===== config.mk =====
export PLATFORM = sky130hd
export DESIGN_NAME = clr_pulse_gen
export DESIGN_NICKNAME = d
export VERILOG_FILES = /design/src/rtl/clr_gen_pkg.sv /design/src/rtl/clr_debounce.sv /design/src/rtl/clr_pulse_gen.sv
export SDC_FILE = /design/constraint.sdc
export NUM_CORES = 1
export LEC_CHECK = 0
export CAP_MARGIN = 5
export CORE_MARGIN = 10
export CORE_UTILIZATION = 30
export DETAILED_ROUTE_END_ITERATION = 10
export HOLD_SLACK_MARGIN = 0.12
export PLACE_DENSITY = 0.49
export SLEW_MARGIN = 20
export SYNTH_ARGS = -nofsm -noshare
export SYNTH_HDL_FRONTEND = slang
export SYNTH_SLANG_ARGS = --single-unit

===== constraint.sdc =====
create_clock -name C -period 1.8 [get_ports C]
set_clock_uncertainty 0.1 [all_clocks]
set_input_delay 0.27 -clock C [delete_from_list [all_inputs] [get_ports C]]
set_output_delay 0.27 -clock C [all_outputs]
set_load 0.005 [all_outputs]

===== src/rtl/clr_gen_pkg.sv =====
// Shared definitions for the clear-pulse generator: FSM state encoding and
// the counter-width helper used by the generator and its debouncer.
package clr_gen_pkg;

    typedef enum logic [1:0] {
        IDLE   = 2'd0,
        ASSERT = 2'd1,
        HOLD   = 2'd2
    } state_t;

    // Bits needed to hold the largest of three counts.
    function automatic int unsigned cnt_width(input int unsigned a,
                                              input int unsigned b,
                                              input int unsigned c);
        int unsigned m;
        m = a;
        if (b > m) m = b;
        if (c > m) m = c;
        return (m < 1) ? 1 : $clog2(m + 1);
    endfunction

endpackage


===== src/rtl/clr_debounce.sv =====
// Two-flop synchroniser and debouncer for the raw external clear input;
// emits a one-cycle pulse when the debounced level rises.
module clr_debounce
    import clr_gen_pkg::*;
#(
    parameter int unsigned DEB_CYC = 8
) (
    input  logic C,
    input  logic R,
    input  logic EXT,
    output logic deb_rise
);

    localparam int unsigned    DW   = cnt_width(DEB_CYC, 0, 0);
    localparam logic [DW-1:0]  LAST = DW'(DEB_CYC - 1);

    logic          r_sync1;
    logic          r_sync2;
    logic          r_deb;
    logic          r_rise;
    logic [DW-1:0] r_cnt;

    // Count consecutive synchronised samples that disagree with the accepted
    // level; any sample matching it again restarts the count.
    always_ff @(posedge C) begin
        if (R) begin
            r_sync1 <= 1'b0;
            r_sync2 <= 1'b0;
            r_deb   <= 1'b0;
            r_rise  <= 1'b0;
            r_cnt   <= '0;
        end else begin
            r_sync1 <= EXT;
            r_sync2 <= r_sync1;
            r_rise  <= 1'b0;
            if (r_sync2 == r_deb) begin
                r_cnt <= '0;
            end else if (r_cnt == LAST) begin
                r_cnt  <= '0;
                r_deb  <= r_sync2;
                r_rise <= r_sync2;
            end else begin
                r_cnt <= r_cnt + 1'b1;
            end
        end
    end

    assign deb_rise = r_rise;

endmodule


===== src/rtl/clr_pulse_gen.sv =====
// Clear-pulse generator: stretches each clear request into a registered CLR
// pulse, enforces a hold-off window, then pulses DONE once per sequence.
module clr_pulse_gen
    import clr_gen_pkg::*;
#(
    parameter int unsigned STRETCH = 4,
    parameter int unsigned HOLDOFF = 2,
    parameter int unsigned DEB_CYC = 8
) (
    input  logic C,
    input  logic R,
    input  logic REQ,
    input  logic EXT,
    output logic CLR,
    output logic BUSY,
    output logic DONE
);

    localparam int unsigned   CW       = cnt_width(STRETCH, HOLDOFF, DEB_CYC);
    localparam logic [CW-1:0] STR_LOAD = CW'(STRETCH - 1);
    localparam logic [CW-1:0] HLD_LOAD = (HOLDOFF > 0) ? CW'(HOLDOFF - 1) : '0;
    localparam bit            HAS_HOLD = (HOLDOFF != 0);

    logic          w_deb_rise;
    logic          w_trig;
    state_t        r_state;
    state_t        w_state_nxt;
    logic [CW-1:0] r_str_cnt;
    logic [CW-1:0] w_str_cnt_nxt;
    logic [CW-1:0] r_hld_cnt;
    logic [CW-1:0] w_hld_cnt_nxt;
    logic          w_done_nxt;
    logic          r_clr;
    logic          r_busy;
    logic          r_done;

    clr_debounce #(
        .DEB_CYC (DEB_CYC)
    ) u_debounce (
        .C        (C),
        .R        (R),
        .EXT      (EXT),
        .deb_rise (w_deb_rise)
    );

    assign w_trig = REQ | w_deb_rise;

    always_comb begin
        w_state_nxt   = r_state;
        w_str_cnt_nxt = r_str_cnt;
        w_hld_cnt_nxt = r_hld_cnt;
        w_done_nxt    = 1'b0;
        unique case (r_state)
            IDLE: begin
                if (w_trig) begin
                    w_state_nxt   = ASSERT;
                    w_str_cnt_nxt = STR_LOAD;
                end
            end
            ASSERT: begin
                if (w_trig) begin
                    w_str_cnt_nxt = STR_LOAD;
                end else if (r_str_cnt == '0) begin
                    if (HAS_HOLD) begin
                        w_state_nxt   = HOLD;
                        w_hld_cnt_nxt = HLD_LOAD;
                    end else begin
                        w_state_nxt = IDLE;
                        w_done_nxt  = 1'b1;
                    end
                end else begin
                    w_str_cnt_nxt = r_str_cnt - 1'b1;
                end
            end
            HOLD: begin
                if (w_trig) begin
                    w_state_nxt   = ASSERT;
                    w_str_cnt_nxt = STR_LOAD;
                end else if (r_hld_cnt == '0) begin
                    w_state_nxt = IDLE;
                    w_done_nxt  = 1'b1;
                end else begin
                    w_hld_cnt_nxt = r_hld_cnt - 1'b1;
                end
            end
            default: begin
                w_state_nxt = IDLE;
            end
        endcase
    end

    // Outputs are registered from the next state so CLR is a pure flop output.
    always_ff @(posedge C) begin
        if (R) begin
            r_state   <= ASSERT;
            r_str_cnt <= STR_LOAD;
            r_hld_cnt <= '0;
            r_clr     <= 1'b1;
            r_busy    <= 1'b1;
            r_done    <= 1'b0;
        end else begin
            r_state   <= w_state_nxt;
            r_str_cnt <= w_str_cnt_nxt;
            r_hld_cnt <= w_hld_cnt_nxt;
            r_clr     <= (w_state_nxt == ASSERT);
            r_busy    <= (w_state_nxt != IDLE);
            r_done    <= w_done_nxt;
        end
    end

    assign CLR  = r_clr;
    assign BUSY = r_busy;
    assign DONE = r_done;

endmodule


==> results of run 1 <==
worst register-to-register path: cells and delay by family (launching register included):
kind	cells	cell delay [ns]
AND/OR/NAND/NOR	2	0.57
AO/OA/AOI/OAI	2	0.38
flip-flops	1	0.36
adder cells (fa/ha/maj)	1	0.18
buffers and inverters	1	0.06
through the flow:
step                utilization, %  setup TNS, ns
floorplan                        -              0
global placement              36.3              0
detailed placement            36.3              0
CTS                           37.3              0
global route                  38.2       -0.00303
finish                        38.2              0
cells in the final DEF (no fill, tap or decap), types with 2 or more instances in the layout:
cell type        instances
inv_1                    6
nor3_1                   6
o32a_1                   2
xnor2_1                  2
a32oi_1                  2
a21o_1                   2
nand2b_1                 2
clkbuf_4                 3
nor2_1                   9
nand3_1                  3
a21oi_1                  2
dfxtp_1                 19
buf_4                   10
a32o_1                   2
nor2b_1                  3
dfxtp_2                  2
or2_1                    2
mux2i_1                  4
ha_1                     3
clkdlybuf4s50_1          6
nand2_1                  6
cell type report:
cell class              instances  share of cell area, %
clock buffers                   3                   1.95
multi-input cells              69                   42.5
clock inverters                 1                  0.649
well taps                      44                   4.76
inverters                       6                   1.95
repair buffers                 16                   11.7
flip-flops and latches         21                   36.5
power groups by stage:
stage / Clock [mW] / Combinational (mW) / Sequential, mW
floorplan: 0 / 0.0300 / 0.485
global placement: 0 / 0.0517 / 0.485
detailed placement: 0 / 0.0526 / 0.485
CTS: 0.253 / 0.0526 / 0.475
global route: 0.268 / 0.0598 / 0.476
finish: 0.237 / 0.0544 / 0.475
cell families after synthesis:
logic type / count (synthesis) / share of synthesized area [%]
XOR/XNOR: 3 / 2.77
adder cells (fa/ha/maj): 4 / 5.28
buffers and inverters: 11 / 5.55
multiplexers: 4 / 4.23
AO/OA/AOI/OAI: 17 / 13.6
flip-flops: 21 / 44.4
AND/OR/NAND/NOR: 41 / 24.2
repair_timing:
item	in CTS	in global routing
buffers inserted	0	1
setup endpoints to repair	0	4
endpoints found under the hold margin	0	0
resized for setup	0	5
sequential cells by signal, summed over array words and instances, names as in the netlist:
signal and count:
u_debounce.r_cnt 4, DONE 1, u_debounce.deb_rise 1, u_debounce.r_deb 1, u_debounce.r_sync1 1, r_state 2
BUSY 1, r_hld_cnt 4, u_debounce.r_sync2 1, r_str_cnt 4, CLR 1
metal layers:
| layer | vias to the layer above | part of all wire, % | global-route usage [%] |
|---|---|---|---|
| met5 | - | 0 | 0 |
| met4 | 0 | 0.73 | 2.23 |
| met3 | 2 | 3.0 | 2.83 |
| met2 | 7 | 49 | 10.8 |
| met1 | 352 | 47 | 6.82 |
| li1 | 389 | - | - |
worst paths after layout:
check	end	slack, ns
min	u_debounce.r_cnt[0]	0.36
max	r_hld_cnt[1]	0.1
min reg2reg	u_debounce.r_cnt[0]	0.36
max reg2reg	r_hld_cnt[1]	0.1
==> results.yml, run 1 <==
detailed_routing:
  vias: 750
  drc: 0
  drtPass1Iterations: 4
  drt_iter0_markers: 27
  ant_nets: 0
  routed_wl_mm: 1.78
  detail_route.wl_per_cell_um: 11.1
  via_per_inst: 4.69
sta:
  fmax_mhz: 587
  max_slew.worst_pin.slew_ns: 0.423
  slew_headroom_pct: 71.7
  worst_slack_ns: 0.0952
  fin_hold_ws_ns: 0.359
  min_period_over_period_pct: 94.7
  finalSetupViolations: 0
  final_hold_viol_count: 0
  final.min_clock_period_ns: 1.70
  drv_slew: 0
job:
  cap_violations: 0
clock_network:
  cts_max_level: 1
  cts.clk_slew.worst_paths_ns: 0.13
  clk_latency_ns: 0.31
  cts_root_buf: "clkbuf_4"
  clkSinkCount: 21
  numCtsBuffers: 3
  clk_path_buf_depth: 2
  holdBufCountCts: 0
  cts_tree: "built"
die:
  die_w_um: 76.2
  coreArea_um2: 3030
  die_area_um2: 5800
  ioPinCount: 7
  die_h_um: 76.2
  initial_utilization_pct: 31.3
  rows: 20
placement:
  gp_congestion: 0.817
  port_buffers: 6
  dp_cells: 155
  place_ws_ns: 0.0324
  dpl_cell_area_um2: 1100
  hpwl_mm: 1.45
global_route:
  antenna_found_initial: 0
  track_usage_pct: 6.36
  grt_overflow: 0
  grt_pass1_wl_mm: 3.07
  grt_pass1_vias: 735
  grt_max_degree: 14
pwr:
  powerDensity_nw_per_um2: 662
  power_mw: 0.766
  p_clk_share_pct: 30.9
  total_leakage_power_nw: 0.472
  combPwrFrac_pct: 7.1
  power.share.sequential_pct: 62.0
  internal_power_mw: 0.584
  vdd_drop_max_mv: 0.356
  switching_share_pct: 23.8
  p_sw_mw: 0.182
logic_synthesis:
  synth_fp_nets: 109
  synth-edff-count: 0
  synth_top_area_share_pct: 44.4
  synth.avg_cell_area_um2: 9.38
  synthTopCellsByArea: "dfxtp_1 (44%), ha_1 (5.3%), mux2i_1 (4.2%)"
  ys_seq_area_share_pct: 44.4
  synth_cell_types: 37
  yosys_most_used_dff: "dfxtp_1"
  yosysTopAreaCell: "dfxtp_1"
  syn_area_um2: 947
  synth_most_common_cell: "dfxtp_1"
  ys_ff_latch: 21
  synth_common_cells: "dfxtp_1 (21), nor2_1 (9), inv_1 (6), nand2_1 (6), nor3_1 (6)"
  netlist_instances: 101
  async_reset_ff_share_pct: 0
  ys_warn_count: 0
setup_path:
  slowest_delay_ns: 0.40
  startpoint: "r_hld_cnt[0]"
  cp.required_ns: 1.95
  cp.depth: 6
  worstSetupEndpointType: "flop"
  crit_buf_inv: 1
  r2r_cells: 6
  crit_type: "flop to flop"
  critPathSlowestCell: "or4_1"
  path_delay_family: "simple AND/OR/NAND/NOR gates"
  path_cells: "inv_1 > ha_1 > nor3b_1 > o22a_1 > or4_1 > a21oi_1"
  reg2reg_from: "r_hld_cnt[0]"
  worst-path-max-fanout: 4
  crit_path_start_kind: "flop"
  cp.arrival_ns: 1.85
layout:
  layout-drive-gt1-share_pct: 16.4
  regArea_um2: 423
  nFillCells: 306
  antenna_cells: 0
  fin_area_um2: 1160
  multi_input_area_um2: 492
  area.growth.synth_to_final_pct: 22.2
  nNetsFinal: 125
  finalNonFillerCells: 160
hold_path:
  min_path_cells: 1
  min_path_type: "flop to flop"
  hold_start: "u_debounce.r_cnt[0]"
outcome:
  outcome: "completed"
No activity file was read; power rests on OpenSTA's default activity.
==> run 2, diff against run 1 <==
Settings changed: REMOVE_ABC_BUFFERS set to 1.
==> run 2 against run 1 <==
Critical path depth unchanged. First-iteration DRC count grew 85%. Utilization down 0.45 points. Power down 1.1%. Worst hold slack worse by 0.0048 ns. Clock power shrank 3%. Global-route usage shrank 0.21 points. Design area is 1.2% lower.
==> results.yml, run 2 (same netlist as run 1, synthesis figures left out) <==
layout:
  antenna_cells: 0
  final_common_cell: "dfxtp_1"
  nNetsFinal: 124
  regArea_um2: 424
  layout-drive-gt1-share_pct: 17.4
  multi_input_area_um2: 487
  finalNonFillerCells: 159
  nFillCells: 312
  mostFrequentLayoutCells: "dfxtp_1 (18), nor2_1 (9), buf_4 (9)"
  reg_top3: "r_hld_cnt: 4 flops, r_str_cnt: 4 flops, u_debounce.r_cnt: 4 flops"
  area.growth.synth_to_final_pct: 20.7
hold_path:
  min_path_type: "flop to flop"
pwr:
  powerDensity_nw_per_um2: 662
  vdd_drop_max_mv: 0.357
  total_leakage_power_nw: 0.473
sta:
  tns_ns: 0
  slew_headroom_pct: 69.9
  max_slew.worst_pin.slew_ns: 0.450
  final_hold_viol_count: 0
  min_period_over_period_pct: 92.9
  finalSetupViolations: 0
  rsz0062_at_grt: "no"
  fmax_mhz: 598
  drv_slew: 0
  final.min_clock_period_ns: 1.67
global_route:
  grt_max_degree: 13
  antenna_found_initial: 0
  track_usage_pct: 6.15
  grt_overflow: 0
  grt_pass1_wl_mm: 2.99
  grt_pass1_vias: 688
setup_path:
  cp.required_ns: 1.94
  crit_end: "r_hld_cnt[1]"
  crit_type: "flop to flop"
  worstSetupEndpointType: "flop"
  reg2reg_slack_ns: 0.13
  crit_path_start_kind: "flop"
  cp.arrival_ns: 1.82
  reg2reg_from: "r_hld_cnt[0]"
  startpoint: "r_hld_cnt[0]"
  r2r_cells: 6
  r2r_end: "r_hld_cnt[1]"
  worst-path-max-fanout: 4
clock_network:
  clkSinkCount: 21
  clk_latency_ns: 0.30
  cts_max_level: 1
  cts.clk_slew.worst_paths_ns: 0.13
  clk_path_buf_depth: 2
  holdBufCountCts: 0
  cts_root_buf: "clkbuf_4"
  cts_tree: "built"
  numCtsBuffers: 3
die:
  coreArea_um2: 3030
  die_h_um: 76.2
  rows: 20
  die_area_um2: 5800
  die_w_um: 76.2
  initial_utilization_pct: 31.3
  ioPinCount: 7
outcome:
  outcome: "completed"
detailed_routing:
  via_per_inst: 4.78
  topRoutingLayerUsed: "met4"
  drtPass1Iterations: 4
  route.met2.wl_um: 752
  wl_met1_um: 921
  routed_wl_mm: 1.79
  drc: 0
  vias: 760
  wl_met3_um: 98
  ant_nets: 0
  detail_route.wl_per_cell_um: 11.3
  drt_iter0_markers: 50
placement:
  dp_cells: 154
  port_buffers: 6
  gp_congestion: 0.770
  hpwl_mm: 1.35
job:
  cap_violations: 0
[run 2: how the worst min path moves through the flow]
stage | startpoint | endpoint | slack, ns | cells past startpoint
after floorplan | R | r_hld_cnt[1] | 0.24 | 1
after global placement | u_debounce.r_sync1 | u_debounce.r_sync2 | 0.32 | 1
after detailed placement | u_debounce.r_sync1 | u_debounce.r_sync2 | 0.33 | 1
after CTS | u_debounce.r_sync1 | u_debounce.r_sync2 | 0.36 | 1
after global routing | u_debounce.r_sync1 | u_debounce.r_sync2 | 0.37 | 1
final | u_debounce.r_sync1 | u_debounce.r_sync2 | 0.35 | 1
[run 2: where the power goes]
| group | switching [mW] | internal, mW |
|---|---|---|
| Combinational | 0.0260 | 0.0272 |
| Sequential | 0.00399 | 0.471 |
| Clock | 0.146 | 0.0828 |
| Total | 0.176 | 0.581 |
[run 2: metal layers]
| layer | vias up | GRT usage (%) |
|---|---|---|
| met1 | 361 | 8.06 |
| met3 | 2 | 1.89 |
| li1 | 384 | - |
| met5 | - | 0 |
| met4 | 0 | 3.53 |
| met2 | 13 | 8.59 |
[run 2: metrics by stage]
stage | util (%) | power [mW] | worst slack [ns] | cell area, um^2 | hold slack (ns)
finish | 37.8 | 0.757 | 0.129 | 1140 | 0.354
detailed placement | 36.1 | 0.537 | 0.0270 | 1090 | 0.328
CTS | 37.0 | 0.774 | 0.0611 | 1120 | 0.357
global route | 37.8 | 0.792 | 0.0142 | 1140 | 0.369
floorplan | - | 0.509 | 0.163 | 917 | 0.239
global placement | 36.1 | 0.536 | 0.0433 | 1090 | 0.319
[run 2: timing repair]
action                                  in CTS  in global routing
endpoints found under the setup margin       0                  5
buffers inserted                             0                  1
resized for setup                            0                  6
[run 2: final cells by class]
| cell class | count | share of cell area [%] |
|---|---|---|
| Clock buffer | 3 | 1.97 |
| Clock inverter | 1 | 0.438 |
| Inverter | 6 | 1.97 |
| Multi-Input combinational cell | 69 | 42.6 |
| Sequential cell | 21 | 37.1 |
| Tap cell | 44 | 4.81 |
| Timing Repair Buffer | 15 | 11.2 |
[run 2: critical path: stages, from the launching register on]
cell and delay, ns:
dfxtp_2 0.36, inv_1 0.05, ha_1 0.18, nor3b_2 0.17
o22a_1 0.23, or4_1 0.40, a21oi_1 0.13
==> run 3, diff against run 2 <==
Settings changed: SKIP_LAST_GASP set to 1.
==> run 3 against run 2 <==
Worst hold slack barely moved. Critical path depth stayed put. Final cell count is the same. Global-route usage did not move. Register-to-register slack barely moved. Sequential power about the same. Die area is the same. Count of clock-buffer cells in the layout is the same. Sequential share of layout area increased by 0.16 points.
==> results.yml, run 3 (same netlist as run 1, synthesis figures left out) <==
job:
  cap_violations: 0
layout:
  mostFrequentLayoutCells: "dfxtp_1 (18), nor2_1 (9), buf_4 (9)"
  layout-drive-gt1-share_pct: 16.5
  final_common_cell: "dfxtp_1"
  antenna_cells: 0
  utilization_pct: 37.6
  nNetsFinal: 124
  finalNonFillerCells: 159
  reg_top3: "r_hld_cnt: 4 flops, r_str_cnt: 4 flops, u_debounce.r_cnt: 4 flops"
  fin_area_um2: 1140
  area.growth.synth_to_final_pct: 20.2
sta:
  min_period_over_period_pct: 93.0
  rsz0062_at_grt: "yes"
  finalSetupViolations: 0
  fin_hold_ws_ns: 0.354
  final.min_clock_period_ns: 1.67
  final_hold_viol_count: 0
  drv_slew: 0
  slew_headroom_pct: 70.2
  max_slew.worst_pin.slew_ns: 0.446
  fmax_mhz: 597
clock_network:
  cts.clk_slew.worst_paths_ns: 0.13
  clk_latency_ns: 0.30
  cts_root_buf: "clkbuf_4"
  cts_tree: "built"
  numCtsBuffers: 3
  holdBufCountCts: 0
  clkSinkCount: 21
  cts_max_level: 1
  clk_path_buf_depth: 2
die:
  die_h_um: 76.2
  ioPinCount: 7
  die_area_um2: 5800
  coreArea_um2: 3030
  initial_utilization_pct: 31.3
  die_w_um: 76.2
  rows: 20
global_route:
  grt_pass1_wl_mm: 2.99
  track_usage_pct: 6.15
  grt_pass1_vias: 688
  grt_max_degree: 13
  antenna_found_initial: 0
  grt_overflow: 0
setup_path:
  reg2reg_slack_ns: 0.13
  cp.arrival_ns: 1.78
  cp.depth: 6
  critPathSlowestCell: "nor3b_1"
  slowest_delay_ns: 0.39
  worst-path-max-fanout: 4
  crit_end: "BUSY"
  worstSetupEndpointType: "flop"
  crit_path_start_kind: "flop"
  reg2reg_from: "r_hld_cnt[1]"
  crit_buf_inv: 1
  r2r_cells: 6
  r2r_end: "BUSY"
  path_cells: "inv_1 > ha_1 > nor3b_1 > o22a_1 > nor3_1 > or2_1"
  startpoint: "r_hld_cnt[1]"
  crit_type: "flop to flop"
  path_delay_family: "simple AND/OR/NAND/NOR gates"
  cp.required_ns: 1.91
pwr:
  powerDensity_nw_per_um2: 665
  vdd_drop_max_mv: 0.357
  internal_power_mw: 0.581
  p_clk_share_pct: 30.3
  total_leakage_power_nw: 0.470
  power.share.sequential_pct: 62.8
  p_sw_mw: 0.176
  combPwrFrac_pct: 7.0
  switching_share_pct: 23.3
detailed_routing:
  vias: 752
  drc: 0
  drt_iter0_markers: 47
  via_per_inst: 4.73
  detail_route.wl_per_cell_um: 11.1
  routed_wl_mm: 1.76
  ant_nets: 0
  drtPass1Iterations: 4
placement:
  gp_congestion: 0.770
  port_buffers: 6
  dp_cells: 154
  hpwl_mm: 1.35
  dpl_cell_area_um2: 1090
outcome:
  outcome: "completed"
hold_path:
  min_path_type: "flop to flop"
==> run 3: cell type report <==
type                    instances  area (um^2)
fillers                       312         1890
multi-input cells              69          482
flip-flops and latches         21          424
repair buffers                 15          128
well taps                      44         55.1
clock buffers                   3         22.5
inverters                       6         22.5
clock inverters                 1         5.00
==> run 3: how the worst min path moves through the flow <==
stage	from	endpoint	slack, ns	cells after the start
6_report	u_debounce.r_sync1	u_debounce.r_sync2	0.35	1
5_1_grt	u_debounce.r_sync1	u_debounce.r_sync2	0.37	1
4_1_cts	u_debounce.r_sync1	u_debounce.r_sync2	0.36	1
3_5_place_dp	u_debounce.r_sync1	u_debounce.r_sync2	0.33	1
3_3_place_gp	u_debounce.r_sync1	u_debounce.r_sync2	0.32	1
2_1_floorplan	R	r_hld_cnt[1]	0.24	1
==> run 3: worst reg2reg max path, stage by stage, from the launching register on <==
cell	delay, ns
dfxtp_2	0.35
inv_1	0.07
ha_1	0.13
nor3b_1	0.39
o22a_1	0.26
nor3_1	0.07
or2_1	0.22
==> run 3: timing repair <==
item | CTS | global route
buffers inserted | 0 | 1
resized for setup | 0 | 5
setup endpoints to repair | 0 | 5
hold endpoints to repair | 0 | 0
==> run 3: metrics by stage <==
step | TNS [ns] | setup slack [ns] | power, mW
after floorplan | 0 | 0.163 | 0.509
after global placement | 0 | 0.0433 | 0.536
after detailed placement | 0 | 0.0270 | 0.537
after CTS | 0 | 0.0611 | 0.774
after global routing | -0.00659 | -0.00659 | 0.792
final | 0 | 0.126 | 0.757
==> run 3: power by group through the flow <==
stage               combinational, mW  sequential, mW  clock, mW
finish                         0.0528           0.475      0.229
global route                   0.0586           0.476      0.258
CTS                            0.0522           0.475      0.247
detailed placement             0.0519           0.485          0
global placement               0.0511           0.485          0
floorplan                      0.0238           0.485          0
==> run 3: metal layers <==
| metal | wire length [um] | global-route usage, % | up-vias |
|---|---|---|---|
| li1 | - | - | 385 |
| met1 | 912 | 8.06 | 353 |
| met2 | 735 | 8.59 | 12 |
| met3 | 93 | 1.89 | 2 |
| met4 | 20 | 3.53 | 0 |
| met5 | 0 | 0 | - |
